**config.mk**
```make
export PLATFORM = sky130hd
export DESIGN_NAME = dmem_bus_fabric
export DESIGN_NICKNAME = d
export VERILOG_FILES = /design/src/rtl/dmem_bus_fabric.sv
export SDC_FILE = /design/constraint.sdc
export NUM_CORES = 1
export LEC_CHECK = 0
export CORE_MARGIN = 1.5
export CORE_UTILIZATION = 25
export CTS_BUF_LIST = sky130_fd_sc_hd__clkbuf_4
export CTS_CLUSTER_SIZE = 25
export DETAILED_ROUTE_END_ITERATION = 6
export PLACE_DENSITY = 0.58
export SYNTH_ARGS = -nofsm -noshare
export SYNTH_HDL_FRONTEND = slang
export SYNTH_SLANG_ARGS = --single-unit
export TNS_END_PERCENT = 100
```
**constraint.sdc**
```tcl
create_clock -name clk -period 5.8 [get_ports clk]
set_clock_uncertainty 0.1 [all_clocks]
set_input_delay 1.16 -clock clk [delete_from_list [all_inputs] [get_ports clk]]
set_output_delay 1.16 -clock clk [all_outputs]
set_load 0.1 [all_outputs]
```
**src/rtl/dmem_bus_fabric.sv**
```systemverilog
// Data-memory interconnect: cpu dmem port to N address-decoded slaves,
// with ready handshake, per-access timeout and a sticky bus-error log.
module dmem_bus_fabric #(
    parameter int                     N_SLAVES      = 4,
    parameter logic [32*N_SLAVES-1:0] SLAVE_BASE    = '0,
    parameter logic [32*N_SLAVES-1:0] SLAVE_MASK    = '0,
    parameter int                     TIMEOUT       = 15,
    parameter logic [31:0]            UNMAPPED_DATA = 32'hfefefefe,
    parameter logic [31:0]            TIMEOUT_DATA  = 32'hfdfdfdfd
) (
    input  logic                    clk,
    input  logic                    rst_n,
    input  logic [3:0]              m_writeb,
    input  logic                    m_read,
    input  logic [31:0]             m_addr,
    input  logic [31:0]             m_wdata,
    output logic [31:0]             m_rdata,
    output logic                    m_ready,
    output logic [N_SLAVES-1:0]     s_sel,
    output logic [4*N_SLAVES-1:0]   s_writeb,
    output logic [N_SLAVES-1:0]     s_read,
    output logic [31:0]             s_addr,
    output logic [31:0]             s_wdata,
    input  logic [32*N_SLAVES-1:0]  s_rdata,
    input  logic [N_SLAVES-1:0]     s_ready,
    output logic                    err_valid,
    output logic [1:0]              err_cause,
    output logic [31:0]             err_addr,
    input  logic                    err_clr
);

    localparam int          IW       = (N_SLAVES > 1) ? $clog2(N_SLAVES) : 1;
    localparam logic [7:0]  CNT_LAST = 8'(TIMEOUT - 1);

    typedef enum logic [1:0] {IDLE, WAIT, RESP} state_e;

    state_e          state_q, state_d;
    logic [IW-1:0]   idx_q, idx_d;
    logic [7:0]      cnt_q, cnt_d;
    logic [31:0]     addr_q, addr_d;
    logic [31:0]     wdata_q, wdata_d;
    logic [3:0]      writeb_q, writeb_d;
    logic            read_q, read_d;
    logic [31:0]     rdata_q, rdata_d;
    logic            err_valid_q, err_valid_d;
    logic [1:0]      err_cause_q, err_cause_d;
    logic [31:0]     err_addr_q, err_addr_d;

    logic            req, is_wr, hit;
    logic [IW-1:0]   hit_idx;
    logic            sel_ready;
    logic [31:0]     sel_rdata;
    logic            err_evt;
    logic [1:0]      err_cause_new;
    logic [31:0]     err_addr_new;

    assign is_wr = |m_writeb;
    assign req   = m_read | is_wr;

    // Scan high to low so the lowest matching slot is the one that sticks.
    always_comb begin
        hit     = 1'b0;
        hit_idx = '0;
        for (int i = N_SLAVES - 1; i >= 0; i--) begin
            if ((m_addr & SLAVE_MASK[32*i +: 32]) == SLAVE_BASE[32*i +: 32]) begin
                hit     = 1'b1;
                hit_idx = IW'(i);
            end
        end
    end

    // Strobes are decoded from state, so an async reset cuts them at once.
    always_comb begin
        s_sel     = '0;
        s_read    = '0;
        s_writeb  = '0;
        sel_ready = 1'b0;
        sel_rdata = '0;
        for (int i = 0; i < N_SLAVES; i++) begin
            if (IW'(i) == idx_q) begin
                sel_ready = s_ready[i];
                sel_rdata = s_rdata[32*i +: 32];
                if (state_q == WAIT) begin
                    s_sel[i]          = 1'b1;
                    s_read[i]         = read_q;
                    s_writeb[4*i +: 4] = writeb_q;
                end
            end
        end
    end

    always_comb begin
        state_d       = state_q;
        idx_d         = idx_q;
        cnt_d         = cnt_q;
        addr_d        = addr_q;
        wdata_d       = wdata_q;
        writeb_d      = writeb_q;
        read_d        = read_q;
        rdata_d       = rdata_q;
        err_evt       = 1'b0;
        err_cause_new = 2'b00;
        err_addr_new  = '0;
        unique case (state_q)
            IDLE: begin
                if (req && hit) begin
                    addr_d   = m_addr;
                    wdata_d  = m_wdata;
                    writeb_d = m_writeb;
                    read_d   = m_read & ~is_wr;
                    idx_d    = hit_idx;
                    cnt_d    = '0;
                    state_d  = WAIT;
                end else if (req) begin
                    rdata_d       = (m_read & ~is_wr) ? UNMAPPED_DATA : '0;
                    err_evt       = 1'b1;
                    err_cause_new = 2'b01;
                    err_addr_new  = m_addr;
                    state_d       = RESP;
                end
            end
            WAIT: begin
                if (sel_ready) begin
                    rdata_d = read_q ? sel_rdata : '0;
                    state_d = RESP;
                end else if (cnt_q == CNT_LAST) begin
                    rdata_d       = read_q ? TIMEOUT_DATA : '0;
                    err_evt       = 1'b1;
                    err_cause_new = 2'b10;
                    err_addr_new  = addr_q;
                    state_d       = RESP;
                end else begin
                    cnt_d = cnt_q + 8'd1;
                end
            end
            RESP: state_d = IDLE;
            default: state_d = IDLE;
        endcase
    end

    // A new error in the same cycle as a clear is kept.
    always_comb begin
        err_valid_d = err_valid_q;
        err_cause_d = err_cause_q;
        err_addr_d  = err_addr_q;
        if (err_clr) begin
            err_valid_d = 1'b0;
            err_cause_d = 2'b00;
            err_addr_d  = '0;
        end
        if (err_evt && (!err_valid_q || err_clr)) begin
            err_valid_d = 1'b1;
            err_cause_d = err_cause_new;
            err_addr_d  = err_addr_new;
        end
    end

    always_ff @(posedge clk or negedge rst_n) begin
        if (!rst_n) begin
            state_q     <= IDLE;
            idx_q       <= '0;
            cnt_q       <= '0;
            addr_q      <= '0;
            wdata_q     <= '0;
            writeb_q    <= '0;
            read_q      <= 1'b0;
            rdata_q     <= '0;
            err_valid_q <= 1'b0;
            err_cause_q <= 2'b00;
            err_addr_q  <= '0;
        end else begin
            state_q     <= state_d;
            idx_q       <= idx_d;
            cnt_q       <= cnt_d;
            addr_q      <= addr_d;
            wdata_q     <= wdata_d;
            writeb_q    <= writeb_d;
            read_q      <= read_d;
            rdata_q     <= rdata_d;
            err_valid_q <= err_valid_d;
            err_cause_q <= err_cause_d;
            err_addr_q  <= err_addr_d;
        end
    end

    assign m_ready   = (state_q == RESP);
    assign m_rdata   = rdata_q;
    assign s_addr    = addr_q;
    assign s_wdata   = wdata_q;
    assign err_valid = err_valid_q;
    assign err_cause = err_cause_q;
    assign err_addr  = err_addr_q;

endmodule

```
==> results.py, run 1 <==
metrics = {
    "synth": {
        "ys_warn_count": 0,
        "ys_ff_latch": 144,
        "synth.top_cell.area_share_pct": 58.04,
        "synth_cell_types": 43,
        "ys_seq_area_share_pct": 58.04,
        "postSynth.asyncResetShare_pct": 100.0,
        "syn_area_um2": 6208,
        "ys.flop_type": "dfrtp_1",
        "yosys-top-cells-area": "dfrtp_1, mux2_2, o21ai_0, mux2i_1, nand2b_1",
        "synth_edf_count": 0,
        "yosys.area.top_type": "dfrtp_1",
        "syn_inst": 519,
        "postSynthAreaPerCell_um2": 11.96,
    },
    "layout": {
        "fin_nets": 962,
        "fillers": 2446,
        "drive_above_1_share_pct": 14.30,
        "layout_common_cells": "clkdlybuf4s50_1, dfrtp_1, o21ai_0",
        "area_delta_synth_final_pct": 46.80,
        "seq_area_um2": 3603,
        "final_common_cell": "clkdlybuf4s50_1",
        "multi_input_area_um2": 2225,
    },
    "worst_setup_path": {
        "required_ps": 4540,
        "reg2regPathDepth": 7,
        "start_kind": "flip-flop",
        "crit_path_end_kind": "primary output",
        "r2r_setup_slack_ps": 3270,
        "cp_max_fo": 13,
        "path_class": "reg2out",
        "crit_arrival_ps": 3150,
        "reg2reg_from": "cnt_q[0]",
        "reg2reg_to": "m_rdata[3]",
    },
    "detailed_routing": {
        "dr_total_vias": 4568,
        "routed_wl_mm": 16.47,
        "detail_route.wl_per_cell_um": 15.05,
        "via_per_inst": 4.176,
        "dr.pass1.iters": 4,
        "ant_nets": 0,
        "drc": 0,
        "drtIter0Drc": 235,
    },
    "placed_design": {
        "io_buffers": 241,
        "gp_congestion": 0.7672,
        "post-dp-hpwl_mm": 11.32,
    },
    "global_routing": {
        "grt_pass1_wl_mm": 26.29,
        "antenna_found_initial": 1,
        "grt_usage_pct": 13.08,
        "overflow": 0,
        "grt_pass1_vias": 4692,
        "grt_max_degree": 65,
    },
    "sta": {
        "setup_tns_ps": 0,
        "maxSlewHeadroom_pct": 29.89,
        "maxSlewViolCount": 0,
        "tightest_slew_ps": 1048,
        "finalSetupViolCount": 0,
        "finalCritPeriodShare_pct": 76.05,
        "hold_viol": 0,
        "rsz0062_at_grt": "no",
        "fin_crit_ps": 4411,
        "max_freq_mhz": 226.7,
    },
    "status": {
        "status": "complete, no violations",
    },
    "floorplanning": {
        "core-area_um2": 24320,
        "dieArea_um2": 25790,
        "rows": 57,
        "start_util_pct": 25.53,
        "io_pins": 360,
        "chipHeight_um": 160.6,
        "die_w_um": 160.6,
    },
    "clock_tree": {
        "cts_made_buffers": 17,
        "postCtsSetupBuffers": 0,
        "root_buffer": "clkbuf_4",
        "ctsResizeCount": 0,
        "hold_buffers": 0,
        "h-tree-depth": 4,
        "clock-sinks": 144,
        "cts_buffer_depth": 2,
        "path_clk_slew_ps": 130,
        "clk_latency_ps": 540,
        "cts_tree": "yes",
    },
    "flow_run": {
        "cap_violations": 0,
    },
    "min_path": {
        "hold_class": "reg2reg",
        "min_path_cells": 2,
        "holdPathEnd": "writeb_q[3]",
        "hold_start": "writeb_q[3]",
    },
}
==> Yosys cell counts (3+ instances only) <==
cell and n:
dfrtp_1 144, o21ai_0 63, mux2_2 62, nand2_1 48
nand2b_1 34, inv_1 33, mux2i_1 29, buf_4 24
clkbuf_1 9, and2_1 7, buf_2 7, buf_6 7
nor2_1 5, a22o_1 4, nand3_1 4, o41ai_1 4
o31ai_1 3
==> worst max-delay path, stage by stage (launching register included) <==
cell and delay, ps:
dfrtp_1 450, nand2b_1 360, inv_1 430, and2_1 190
clkdlybuf4s50_1 1180
==> worst max path at each step <==
stage | start | end | slack, ps | cells past startpoint
2_1_floorplan | state_q[1] | s_read[0] | 1870 | 5
5_1_grt | state_q[1] | s_writeb[3] | 1140 | 4
6_report | state_q[1] | s_writeb[3] | 1390 | 4
3_3_place_gp | m_writeb[1] | s_wdata[11] | 1810 | 5
3_5_place_dp | m_writeb[0] | s_wdata[19] | 1810 | 5
4_1_cts | state_q[1] | s_writeb[0] | 1260 | 4
==> logic make-up (layout without fill, tap and decap cells) <==
| group | after synthesis | after routing | synth area share, % |
|---|---|---|---|
| fa+ha+maj | 2 | 2 | 0.4030 |
| buf+inv | 81 | 313 | 7.336 |
| flops | 144 | 144 | 58.04 |
| mux | 93 | 93 | 16.28 |
| simple gates | 111 | 111 | 9.694 |
| compound gates | 87 | 87 | 8.182 |
| other cells | 1 | 20 | 0.06040 |
==> sequential cells by signal, indices dropped and copies added, names as in the netlist <==
name,cells
err_cause,1
s_wdata,32
writeb_q,4
state_q,2
s_addr,32
read_q,1
cnt_q,8
err_addr,32
m_rdata,32
==> through the flow <==
stage | worst slack (ps) | hold slack, ps | instances | util, % | area, um^2
floorplan | 1871 | 330.4 | 537 | - | 6276
global placement | 1814 | 346.5 | 1061 | 36.32 | 8832
detailed placement | 1808 | 353.2 | 1061 | 36.32 | 8832
CTS | 1258 | 385.5 | 1093 | 37.46 | 9111
global route | 1137 | 385.1 | 1094 | 37.47 | 9114
finish | 1389 | 378.5 | 1094 | 37.47 | 9114
==> final cells by class <==
class / count / area share (%)
multi-input combinational: 312 / 24.41
antenna: 1 / 0.02746
tap: 324 / 4.448
clock buffer: 17 / 1.400
timing repair buffer: 247 / 27.11
inverter: 34 / 1.400
sequential: 144 / 39.54
clock inverter: 15 / 1.661
==> metal layers <==
metal	vias up	global-route usage, %	part of all wire [%]
met1	2221	16.54	44
met4	0	5.607	2.3
li1	2184	-	-
met3	21	2.918	4.9
met2	142	21.49	49
met5	-	0	0
Power of run 1 is not shown: default switching activity piles up to over one toggle a cycle in this logic, so the estimate is an artifact.
==> inputs of run 2 (changes only) <==
==> constraint.sdc (replaced) <==
create_clock -name clk -period 4.1 [get_ports clk]
set_clock_uncertainty 0.1 [all_clocks]
set_input_delay 0.82 -clock clk [delete_from_list [all_inputs] [get_ports clk]]
set_output_delay 0.82 -clock clk [all_outputs]
set_load 0.1 [all_outputs]
==> run 2 against run 1 <==
Sequential cell count did not move; clock-buffer cell count did not move; sequential share of layout area increased by 0.060 points; via count grew 1.0%; hold slack lost 160 ps; setup slack worse by 530 ps; cell area down 0.15%; final cell count increased by 0.18%; utilization shrank 0.057 points; non-clock buffer count up 2.
==> results.py, run 2 (synthesized netlist as in run 1, its figures left out) <==
metrics = {
    "detailed_routing": {
        "drtIter0Drc": 156,
        "ant_nets": 0,
        "routed_wl_mm": 16.81,
        "dr_total_vias": 4615,
        "via_per_inst": 4.211,
        "dr.pass1.iters": 4,
        "drc": 0,
        "detail_route.wl_per_cell_um": 15.33,
    },
    "worst_setup_path": {
        "reg2reg_from": "state_q[1]",
        "crit_buf_inv": 1,
        "crit_start": "state_q[1]",
        "cp_max_fo": 5,
        "cpLargestDelayFamily": "buffers and inverters",
        "slowest_delay_ps": 1180,
        "crit_path_end_kind": "primary output",
        "crit_arrival_ps": 2320,
        "path_cells": "nor2b_1, clkdlybuf4s50_1",
        "required_ps": 3180,
        "path_class": "reg2out",
        "cp.depth": 2,
        "crit_path_top_delay_cell": "clkdlybuf4s50_1",
        "start_kind": "flip-flop",
        "reg2regPathDepth": 5,
    },
    "layout": {
        "fin_area_um2": 9100,
        "final_core_util_pct": 37.42,
        "fin_nets": 964,
        "area_delta_synth_final_pct": 46.57,
        "final_common_cell": "clkdlybuf4s50_1",
        "fillers": 2437,
        "layout_common_cells": "clkdlybuf4s50_1, dfrtp_1, o21ai_0",
        "drive_above_1_share_pct": 15.30,
    },
    "floorplanning": {
        "rows": 57,
        "dieArea_um2": 25790,
        "die_w_um": 160.6,
        "io_pins": 360,
        "core-area_um2": 24320,
        "start_util_pct": 25.53,
        "chipHeight_um": 160.6,
    },
    "clock_tree": {
        "h-tree-depth": 4,
        "cts_buffer_depth": 2,
        "postCtsSetupBuffers": 0,
        "root_buffer": "clkbuf_4",
        "clock-sinks": 144,
        "cts_tree": "yes",
        "cts_made_buffers": 17,
        "clk_latency_ps": 520,
        "path_clk_slew_ps": 150,
        "ctsResizeCount": 0,
        "hold_buffers": 0,
    },
    "placed_design": {
        "io_buffers": 241,
        "post-dp-hpwl_mm": 11.55,
        "place_area_um2": 8820,
        "gp_congestion": 0.7695,
    },
    "sta": {
        "maxSlewViolCount": 0,
        "whs_ps": 219.2,
        "hold_viol": 0,
        "finalCritPeriodShare_pct": 78.99,
        "max_freq_mhz": 308.8,
        "rsz0062_at_grt": "no",
        "setup_tns_ps": 0,
        "tightest_slew_ps": 1035,
        "fin_crit_ps": 3239,
        "maxSlewHeadroom_pct": 30.80,
        "finalSetupViolCount": 0,
    },
    "global_routing": {
        "grt_pass1_wl_mm": 27.05,
        "grt_usage_pct": 13.44,
        "grt_pass1_vias": 4721,
        "grt_max_degree": 79,
        "overflow": 0,
        "antenna_found_initial": 1,
    },
    "flow_run": {
        "cap_violations": 0,
    },
    "min_path": {
        "hold_class": "in2async",
    },
    "status": {
        "status": "complete, no violations",
    },
}
## run 2: changes by cell type in the layout (fill, tap and decap cells not counted)
cell	change
buf_4	+9
clkdlybuf4s50_1	-6
clkinv_4	-2
buf_12	-1
clkinvlp_4	+1
inv_6	+1
## run 2: routing by layer
metal	share of wire, %	wire (um)	global-route usage, %
met4	3.0	507	6.032
met5	0	0	0
met3	4.4	739	2.686
met1	45	7529	17.48
met2	48	8028	21.61
## run 2: per-stage QoR
stage | cells | worst slack (ps)
after floorplan | 537 | 511.0
final | 1096 | 861.4
after global placement | 1063 | 915.3
after detailed placement | 1063 | 915.6
after CTS | 1095 | 770.2
after global routing | 1096 | 674.8
## run 2: final cells by class
class | count | area [um^2] | area share [%]
flip-flops and latches | 144 | 3603 | 39.60
multi-input cells | 312 | 2225 | 24.45
inverters | 34 | 127.6 | 1.402
diodes | 1 | 2.502 | 0.02750
clock buffers | 17 | 127.6 | 1.402
repair buffers | 249 | 2459 | 27.02
clock inverters | 15 | 150.1 | 1.650
well taps | 324 | 405.4 | 4.455
## run 2: path summary, 6_finish.rpt
| check | to | slack [ps] |
|---|---|---|
| max | m_ready | 860 |
| min | m_rdata[19] | 220 |
| max reg2reg | m_rdata[23] | 1550 |
| min reg2reg | writeb_q[2] | 380 |
| max in group asynchronous | s_addr[9] | 2810 |
| min in group clk | writeb_q[2] | 380 |
Power of run 2 is left out for the same reason.
==> inputs of run 3 (changes only) <==
==> constraint.sdc (replaced) <==
create_clock -name clk -period 3.4 [get_ports clk]
set_clock_uncertainty 0.1 [all_clocks]
set_input_delay 0.68 -clock clk [delete_from_list [all_inputs] [get_ports clk]]
set_output_delay 0.68 -clock clk [all_outputs]
set_load 0.1 [all_outputs]
==> run 3 against run 2 <==
Sequential cell count is the same; hold slack better by 160 ps; register-to-register slack worse by 640 ps; critical path depth is 2 higher; via count shrank 0.13%; clock-buffer cell count unchanged; setup slack worse by 520 ps; cell area decreased by 2.8%; sequential share of layout area rose by 1.1 points; critical endpoint is now s_writeb[0]; highest routed layer unchanged.
==> results.py, run 3 (synthesized netlist as in run 1, its figures left out) <==
metrics = {
    "global_routing": {
        "grt_pass1_wl_mm": 26.71,
        "grt_max_degree": 70,
        "grt_usage_pct": 13.24,
        "antenna_found_initial": 1,
        "overflow": 0,
        "grt_pass1_vias": 4651,
    },
    "worst_setup_path": {
        "cp_max_fo": 13,
        "required_ps": 2620,
        "cpLargestDelayFamily": "buffers and inverters",
        "crit_arrival_ps": 2270,
        "slowest_delay_ps": 480,
        "path_class": "reg2out",
        "crit_path_top_delay_cell": "dfrtp_1",
        "start_kind": "flip-flop",
        "crit_buf_inv": 2,
        "path_cells": "nand2b_1, inv_1, and2_1, buf_4",
        "reg2reg_from": "state_q[1]",
        "crit_start": "state_q[1]",
        "crit_path_end_kind": "primary output",
    },
    "sta": {
        "setup_tns_ps": 0,
        "fin_crit_ps": 3055,
        "hold_viol": 0,
        "finalSetupViolCount": 0,
        "rsz0062_at_grt": "no",
        "maxSlewHeadroom_pct": 46.01,
        "tightest_slew_ps": 809.0,
        "finalCritPeriodShare_pct": 89.84,
        "max_freq_mhz": 327.4,
        "maxSlewViolCount": 0,
    },
    "clock_tree": {
        "postCtsSetupBuffers": 0,
        "path_clk_slew_ps": 130,
        "ctsResizeCount": 0,
        "clk_latency_ps": 530,
        "root_buffer": "clkbuf_4",
        "clock-sinks": 144,
        "hold_buffers": 1,
        "cts_made_buffers": 17,
        "cts_buffer_depth": 2,
        "h-tree-depth": 4,
        "cts_tree": "yes",
    },
    "floorplanning": {
        "chipHeight_um": 160.6,
        "start_util_pct": 25.53,
        "die_w_um": 160.6,
        "core-area_um2": 24320,
        "io_pins": 360,
        "rows": 57,
        "dieArea_um2": 25790,
    },
    "layout": {
        "area_delta_synth_final_pct": 42.50,
        "fin_area_um2": 8847,
        "drive_above_1_share_pct": 32.39,
        "final_common_cell": "buf_4",
        "fin_nets": 968,
        "instances_no_fill": 1100,
        "layout_common_cells": "buf_4, dfrtp_1, clkdlybuf4s50_1",
    },
    "detailed_routing": {
        "wl_met1_mm": 7.311,
        "ant_nets": 0,
        "routed-wl-met2_mm": 8.461,
        "dr.pass1.iters": 5,
        "dr_total_vias": 4609,
        "drtIter0Drc": 185,
        "wl_met3_um": 750,
        "detail_route.wl_per_cell_um": 15.24,
        "top_layer": "met4",
        "via_per_inst": 4.190,
        "drc": 0,
        "routed_wl_mm": 16.77,
    },
    "placed_design": {
        "io_buffers": 241,
        "post-dp-hpwl_mm": 11.61,
        "dp.cells": 1066,
        "place_area_um2": 8552,
        "gp_congestion": 0.7558,
    },
    "flow_run": {
        "cap_violations": 0,
    },
    "min_path": {
        "hold_class": "reg2reg",
        "hold_start": "writeb_q[0]",
    },
    "status": {
        "status": "complete, no violations",
    },
}
[run 3: cell types whose count changed in the layout (fill, tap and decap cells not counted), moves of 2 or more]
| cell | delta |
|---|---|
| clkinvlp_4 | -3 |
| clkinv_2 | +2 |
| buf_4 | +131 |
| inv_8 | -3 |
| buf_12 | +3 |
| clkinv_4 | +2 |
| clkdlybuf4s50_1 | -131 |
[run 3: final timing paths]
path                            cells past startpoint      endpoint  slack (ps)
max in group asynchronous                           3  err_addr[22]        1950
worst max register to register                      6    m_rdata[5]         910
worst min register to register                      2   writeb_q[0]         370
min in group asynchronous                           2   m_rdata[27]         540
worst min-delay path                                2   writeb_q[0]         370
worst max-delay path                                4   s_writeb[0]         350
[run 3: worst min-delay path: cells and delay by family, from the launching register on]
family	cells	cell delay, ps
DFF	1	360
and+or+nand+nor	2	100
[run 3: area by class of cell]
cell class,count,area [um^2]
diodes,1,2.502
clock buffers,17,127.6
clock inverters,15,155.1
fillers,2470,15470
inverters,34,127.6
multi-input cells,312,2225
flip-flops and latches,144,3603
well taps,324,405.4
repair buffers,253,2201
[run 3: stage by stage]
| step | setup slack [ps] | hold WS, ps | util [%] |
|---|---|---|---|
| floorplan | 458.0 | 284.4 | - |
| global placement | 504.2 | 345.3 | 35.16 |
| detailed placement | 502.2 | 353.0 | 35.16 |
| CTS | 242.4 | 381.6 | 36.37 |
| global route | 80.83 | 395.1 | 36.38 |
| finish | 345.3 | 374.6 | 36.38 |
[run 3: per-layer routing]
metal  GRT usage (%)  vias up
li1                -     2208
met1           16.87     2265
met2           22.26      121
met3           3.228       15
met4           3.823        0
met5               0        -
Power of run 3 is left out for the same reason.
